<file path="config.mk">
export PLATFORM = sky130hd
export DESIGN_NAME = mem_arbiter
export DESIGN_NICKNAME = d
export VERILOG_FILES = /design/src/rtl/mem_arbiter.sv
export SDC_FILE = /design/constraint.sdc
export NUM_CORES = 1
export LEC_CHECK = 0
export CORE_AREA = 2 2 76 78
export CTS_CLUSTER_DIAMETER = 100
export DETAILED_ROUTE_END_ITERATION = 8
export DIE_AREA = 0 0 78 80
export DONT_BUFFER_PORTS = 1
export GPL_TIMING_DRIVEN = 0
export PLACE_DENSITY = 0.37
export SLEW_MARGIN = 20
export SYNTH_ARGS = -nofsm -noshare
export SYNTH_HDL_FRONTEND = slang
export SYNTH_SLANG_ARGS = --single-unit
</file>
<file path="constraint.sdc">
create_clock -name i_clk -period 2.4 [get_ports i_clk]
set_input_delay 0.6 -clock i_clk [delete_from_list [all_inputs] [get_ports i_clk]]
set_output_delay 0.6 -clock i_clk [all_outputs]
set_load 0.01 [all_outputs]
</file>
<file path="src/rtl/mem_arbiter.sv">
// mem_arbiter: shares one single-port synchronous word memory between the instruction-fetch
// port and the data load/store port. Define ROUND_ROBIN_EN for alternating priority under contention.
module mem_arbiter #(
    parameter int W          = 32,
    parameter int D          = 8,
    parameter int STARVE_MAX = 3
) (
    input  logic         i_clk,
    input  logic         i_reset,

    input  logic         i_if_req,
    input  logic [D-1:0] i_if_addr,
    output logic         o_if_gnt,
    output logic         o_if_rvalid,
    output logic [W-1:0] o_if_rdata,

    input  logic         i_dm_req,
    input  logic         i_dm_we,
    input  logic [D-1:0] i_dm_addr,
    input  logic [W-1:0] i_dm_wdata,
    output logic         o_dm_gnt,
    output logic         o_dm_rvalid,
    output logic [W-1:0] o_dm_rdata,

    output logic [D-1:0] o_mem_addr,
    output logic [W-1:0] o_mem_data,
    output logic         o_mem_read,
    output logic         o_mem_write,
    input  logic [W-1:0] i_mem_data
);

    typedef enum logic [1:0] {
        RD_NONE,
        RD_FETCH,
        RD_DATA
    } rd_owner_t;

    rd_owner_t rd_owner;
    rd_owner_t rd_owner_next;
    logic      if_gnt;
    logic      dm_gnt;

`ifdef ROUND_ROBIN_EN
    typedef enum logic {
        LAST_DATA,
        LAST_FETCH
    } last_grant_t;

    last_grant_t last_grant;
    last_grant_t last_grant_next;

    always_ff @(posedge i_clk) begin
        if (i_reset) begin
            last_grant <= LAST_DATA;
        end else begin
            last_grant <= last_grant_next;
        end
    end

    always_comb begin
        last_grant_next = last_grant;
        if (if_gnt) begin
            last_grant_next = LAST_FETCH;
        end else if (dm_gnt) begin
            last_grant_next = LAST_DATA;
        end
    end

    // Under contention the port that did not win last time goes first.
    always_comb begin
        if_gnt = 1'b0;
        dm_gnt = 1'b0;
        if (!i_reset) begin
            if (i_if_req && i_dm_req) begin
                if (last_grant == LAST_DATA) begin
                    if_gnt = 1'b1;
                end else begin
                    dm_gnt = 1'b1;
                end
            end else begin
                if_gnt = i_if_req;
                dm_gnt = i_dm_req;
            end
        end
    end
`else
    localparam logic [3:0] STARVE_LIMIT = 4'(STARVE_MAX);

    logic [3:0] starve_cnt;
    logic [3:0] starve_cnt_next;

    always_ff @(posedge i_clk) begin
        if (i_reset) begin
            starve_cnt <= '0;
        end else begin
            starve_cnt <= starve_cnt_next;
        end
    end

    // Counts data wins that left fetch waiting; saturates at the limit.
    always_comb begin
        starve_cnt_next = starve_cnt;
        if (!i_if_req || if_gnt) begin
            starve_cnt_next = '0;
        end else if (dm_gnt && (starve_cnt != STARVE_LIMIT)) begin
            starve_cnt_next = starve_cnt + 4'd1;
        end
    end

    always_comb begin
        if_gnt = 1'b0;
        dm_gnt = 1'b0;
        if (!i_reset) begin
            if (i_if_req && (starve_cnt == STARVE_LIMIT)) begin
                if_gnt = 1'b1;
            end else if (i_dm_req) begin
                dm_gnt = 1'b1;
            end else if (i_if_req) begin
                if_gnt = 1'b1;
            end
        end
    end
`endif

    always_comb begin
        o_mem_addr  = '0;
        o_mem_data  = '0;
        o_mem_read  = 1'b0;
        o_mem_write = 1'b0;
        if (if_gnt) begin
            o_mem_addr = i_if_addr;
            o_mem_read = 1'b1;
        end else if (dm_gnt) begin
            o_mem_addr  = i_dm_addr;
            o_mem_data  = i_dm_wdata;
            o_mem_write = i_dm_we;
            o_mem_read  = ~i_dm_we;
        end
    end

    // Remember which port issued the read so its data can be steered one cycle later.
    always_comb begin
        rd_owner_next = RD_NONE;
        if (if_gnt) begin
            rd_owner_next = RD_FETCH;
        end else if (dm_gnt && !i_dm_we) begin
            rd_owner_next = RD_DATA;
        end
    end

    always_ff @(posedge i_clk) begin
        if (i_reset) begin
            rd_owner <= RD_NONE;
        end else begin
            rd_owner <= rd_owner_next;
        end
    end

    assign o_if_gnt    = if_gnt;
    assign o_dm_gnt    = dm_gnt;
    assign o_if_rvalid = (rd_owner == RD_FETCH);
    assign o_dm_rvalid = (rd_owner == RD_DATA);
    assign o_if_rdata  = i_mem_data;
    assign o_dm_rdata  = i_mem_data;

endmodule

</file>
# Yosys cells after proc, flatten, opt, wreduce, memory -nomap -nowiden

Index checks and enable logic that the tools add are counted.

$add $sub $neg: 1
Equality and inequality tests: 4
Muxes and demuxes: 17
Bitwise logic cells: 1
Reduce and logical (&&, ||, !) cells: 8

Operators with widths:

| cell                                                   | number |
|---|---|
| two-way mux 32 bit                                     | 2 |
| two-way mux 8 bit                                      | 2 |
| two-way mux 1 bit                                      | 12 |
| adder 4 x 1 -> 4 bit (second input constant)           | 1 |
| equality test 4 x 2 -> 1 bit (second input constant)   | 1 |
| inequality test 4 x 2 -> 1 bit (second input constant) | 1 |
| OR reduction 2 bit                                     | 2 |
| logical AND 1 bit                                      | 3 |
| equality test 2 x 1 -> 1 bit (second input constant)   | 1 |
| equality test 2 bit (second input constant)            | 1 |
| logical NOT 1 bit                                      | 2 |
| two-way mux 2 bit                                      | 1 |
| logical OR 1 bit                                       | 1 |
| inverter 1 bit                                         | 1 |

Flip-flop bits (word level): 6
Input bits: 85
Word-level logic and storage cells: 34

# Depth between registers and ports, before layout

Word-level depth: 7
Depth in mapped cells: 5
Mapped depth without buffers: 4

# Worst setup path after synthesis

OpenSTA, ideal clock, no wires.

Path type: flip-flop to output port
Start point: register starve_cnt[0]
End point: output o_mem_data[10]
Data arrival time: 1.436 ns
Slack: 0.364 ns
Stages on the path, launching flop included: 6
Path through: dfxtp_1 ha_1 nor3b_4 a211oi_4 buf_6 and2_1

Word-level cells in the longest chain between the ends: 6
Elaborated cells on any way between the ends: 8

RTL lines:

| item                         | RTL line | text |
|---|---|---|
| start: declaration           | 89       | `logic [3:0] starve_cnt;` |
| start signal: assignment     | 96       | `starve_cnt <= starve_cnt_next;` |
| equality test 4 x 2 -> 1 bit | 114      | `if (i_if_req && (starve_cnt == STARVE_LIMIT)) begin` |
| logical AND 1 bit            | 114      |  |
| two-way mux 1 bit            | 114      |  |
| two-way mux 1 bit            | 113      | `if (!i_reset) begin` |
| via o_dm_gnt                 | 21       | `output logic o_dm_gnt,` |
| two-way mux 32 bit           | 133      | `end else if (dm_gnt) begin` |
| two-way mux 32 bit           | 130      | `if (if_gnt) begin` |
| end: declaration             | 26       | `output logic [W-1:0] o_mem_data,` |

The timed path passes the listed nets, and every way through them passes these cells.

# Worst setup path after layout

Start point: register starve_cnt[0]
End point: output o_mem_addr[5]

Word-level cells in the longest chain between the ends: 6
Elaborated cells on any way between the ends: 8

RTL lines:

| item                           | RTL line | text |
|---|---|---|
| equality test 4 x 2 -> 1 bit * | 114      |  |
| logical AND 1 bit *            | 114      |  |
| two-way mux 1 bit              | 114      |  |
| two-way mux 1 bit              | 113      |  |
| two-way mux 8 bit              | 133      |  |
| two-way mux 8 bit *            | 130      |  |
| end: declaration               | 25       | `output logic [D-1:0] o_mem_addr,` |

Every way passes the cells marked *; elsewhere a longest branch is shown, timed or not.

==> reports/metrics.yaml <==
status: "completed"
critPathCapture: "o_mem_addr[5]"
max_cap_violations: 0
insertion_delay_ps: 220
seq_power_share_pct: 23.4
fin_area_um2: 1250
ir_drop_v: 0.000164
cts_made_buffers: 3
layout-area-overhead-vs-synth_pct: 14.6
hold_path_startpoint: "starve_cnt[0]"
p_sw_mw: 0.136
critPathArrivalTime_ps: 1700
initial_core_util_pct: 20.2
grt_pass1_vias: 809
insertedDiodeCount: 0
synth_edf_count: 0
finClkSkew_ps: 1.46
critPathMaxFanout: 10
drc: 0
track_usage_pct: 7.35
synth.cells.most_frequent: "buf_4 (64), and2_1 (34), a22o_1 (8)"
startpoint: "starve_cnt[0]"
sw_frac_of_total_pct: 30.5
slew_viol_final: 0
wire_per_inst_um: 13.6
ff_latch_area_um2: 120
portBuffers: 0
cp-start-kind: "flop"
die_area_um2: 6240
num_vias: 880
synth_compound_gate_area_share_pct: 11.3
max_freq_mhz: 434
p_int_mw: 0.309
worst_pin_slew_ps: 278
reg2regPathDepth: 6
synth_seq_cells: 6
yosysSeqAreaShare_pct: 11.0
die_w_um: 78
place_congestion: 0.636
row_count: 27
synth.most_common_cell: "buf_4"
avgSynthCellArea_um2: 7.95
hp-class: "flop to flop"
critical_path_class: "flop to primary output"
fin_nets: 231
grt_pass1_wl_um: 3590
fin_hold_ws_ps: 476
netlist.area_leader.share_pct: 44.1
drive_above_1_share_pct: 54.5
rsz0062_at_grt: "false"
cts_tree: "done"
rr_endpoint: "rd_owner[1]"
dieHeight_um: 80
syn_area_um2: 1090
end_kind: "primary output"
final-setup-viol-count: 0
power_density_nw_per_um2: 356
multi_input_area_um2: 430
power.leakage_nw: 0.633
num_io_pins: 195
ys_top_cells_by_area: "buf_4 (44%), and2_1 (20%), dfxtp_1 (11%)"
reg2reg_from: "starve_cnt[0]"
finalNonFillerCells: 215
period_share_pct: 95.9
fin_util_pct: 23.1
relSlewSlack_pct: 81.4
clkPwrFrac_pct: 33.5
place_inst: 209
cts-root-buf: "clkbuf_8"
synthAdderAreaFrac_pct: 1.15
comb_power_share_pct: 43.1
htree_levels: 1
synthCells: 137
drtIter0Drc: 30
ant_nets: 0
synth_simple_gate_area_share_pct: 26.1
synthArstFlopShare_pct: 0
synthXorXnorAreaFrac_pct: 0.804
antenna_found_initial: 0
fillers: 618
min_period_ps: 2300
fin_ws_ps: 98.2
place_area_um2: 1180
core-area_um2: 5410
overflow: 0
synth_top_cell_by_area: "buf_4"
power_mw: 0.445
synthMuxAreaShare_pct: 0
clock-sinks: 6
yosysUniqueCellTypes: 21
routed_via_density: 4.09
hold_viol_final: 0
dp_slack_ps: 164
grt_max_degree: 11
finalWirelength_um: 2920
synth_warnings: 0
rrSetupSlack_ps: 860
max-clock-path-buffers: 2
finalSetupTns_ps: 0
cts.clk_slew.worst_paths_ps: 40
dr.pass1.iters: 2
syn_nets: 223
synth_top_family_by_area: "buffers and inverters"
synthFlopType: "dfxtp_1"
crit_required_ps: 1800
==> worst min path at each step <==
stage / to / cells past startpoint
4_1_cts: starve_cnt[0] / 1
2_1_floorplan: starve_cnt[0] / 1
6_report: starve_cnt[0] / 1
3_3_place_gp: starve_cnt[0] / 1
5_1_grt: starve_cnt[0] / 1
3_5_place_dp: starve_cnt[0] / 1
==> sequential cells by signal (all words and copies together), names as in the netlist <==
name and cells:
starve_cnt 4, rd_owner 2
==> per-layer routing <==
layer / global-route usage, % / wire length [µm]
met2: 16.0 / 1710
met4: 1.05 / 6
met1: 5.80 / 775
met3: 3.51 / 427
met5: 0 / 0
==> layout by cell type (no fill, tap or decap) <==
master / n
nor3_1: 1
buf_6: 4
xor2_1: 1
inv_1: 3
dfxtp_1: 6
nor3b_1: 1
a211oi_4: 1
nor2_1: 1
ha_2: 1
clkbuf_8: 3
a21oi_1: 1
a21o_1: 1
nand3_1: 2
and2_1: 34
nor3b_4: 1
buf_4: 68
nand3b_1: 1
nand2b_1: 1
a22o_1: 8
nor2b_1: 2
o211a_1: 2
==> final cells by class <==
class                   instances  area share (%)
plain buffers                  69            42.7
clock buffers                   3            3.31
inverters                       3           0.902
multi-input cells              59            34.5
flip-flops and latches          6            9.62
well taps                      72            7.21
repair buffers                  3            1.80
==> timing repair <==
action	4_1_cts	5_1_grt
pin swaps	1	0
hold buffers	0	0
setup endpoints to repair	42	8
resized for setup	0	3
setup buffers	3	0
==> power by group through the flow <==
| stage | Sequential [mW] | Combinational, mW | Clock [mW] |
|---|---|---|---|
| after floorplan | 0.105 | 0.175 | 0 |
| after global placement | 0.105 | 0.192 | 0 |
| after detailed placement | 0.105 | 0.191 | 0 |
| after CTS | 0.104 | 0.194 | 0.154 |
| after global routing | 0.104 | 0.203 | 0.161 |
| final | 0.104 | 0.192 | 0.149 |
==> worst max-delay path, stage by stage (launching register included) <==
cell,delay [ps]
dfxtp_1,360
ha_2,210
nor3b_4,290
a211oi_4,100
buf_4,170
buf_6,130
a22o_1,220
==> cells by family (layout without fill, tap and decap cells) <==
logic type,Yosys count,after routing
flops,6,6
fa+ha+maj,1,1
buf+inv,72,78
compound gates,13,13
xor+xnor,1,1
simple gates,44,44
No activity file was read; power rests on OpenSTA's default activity.
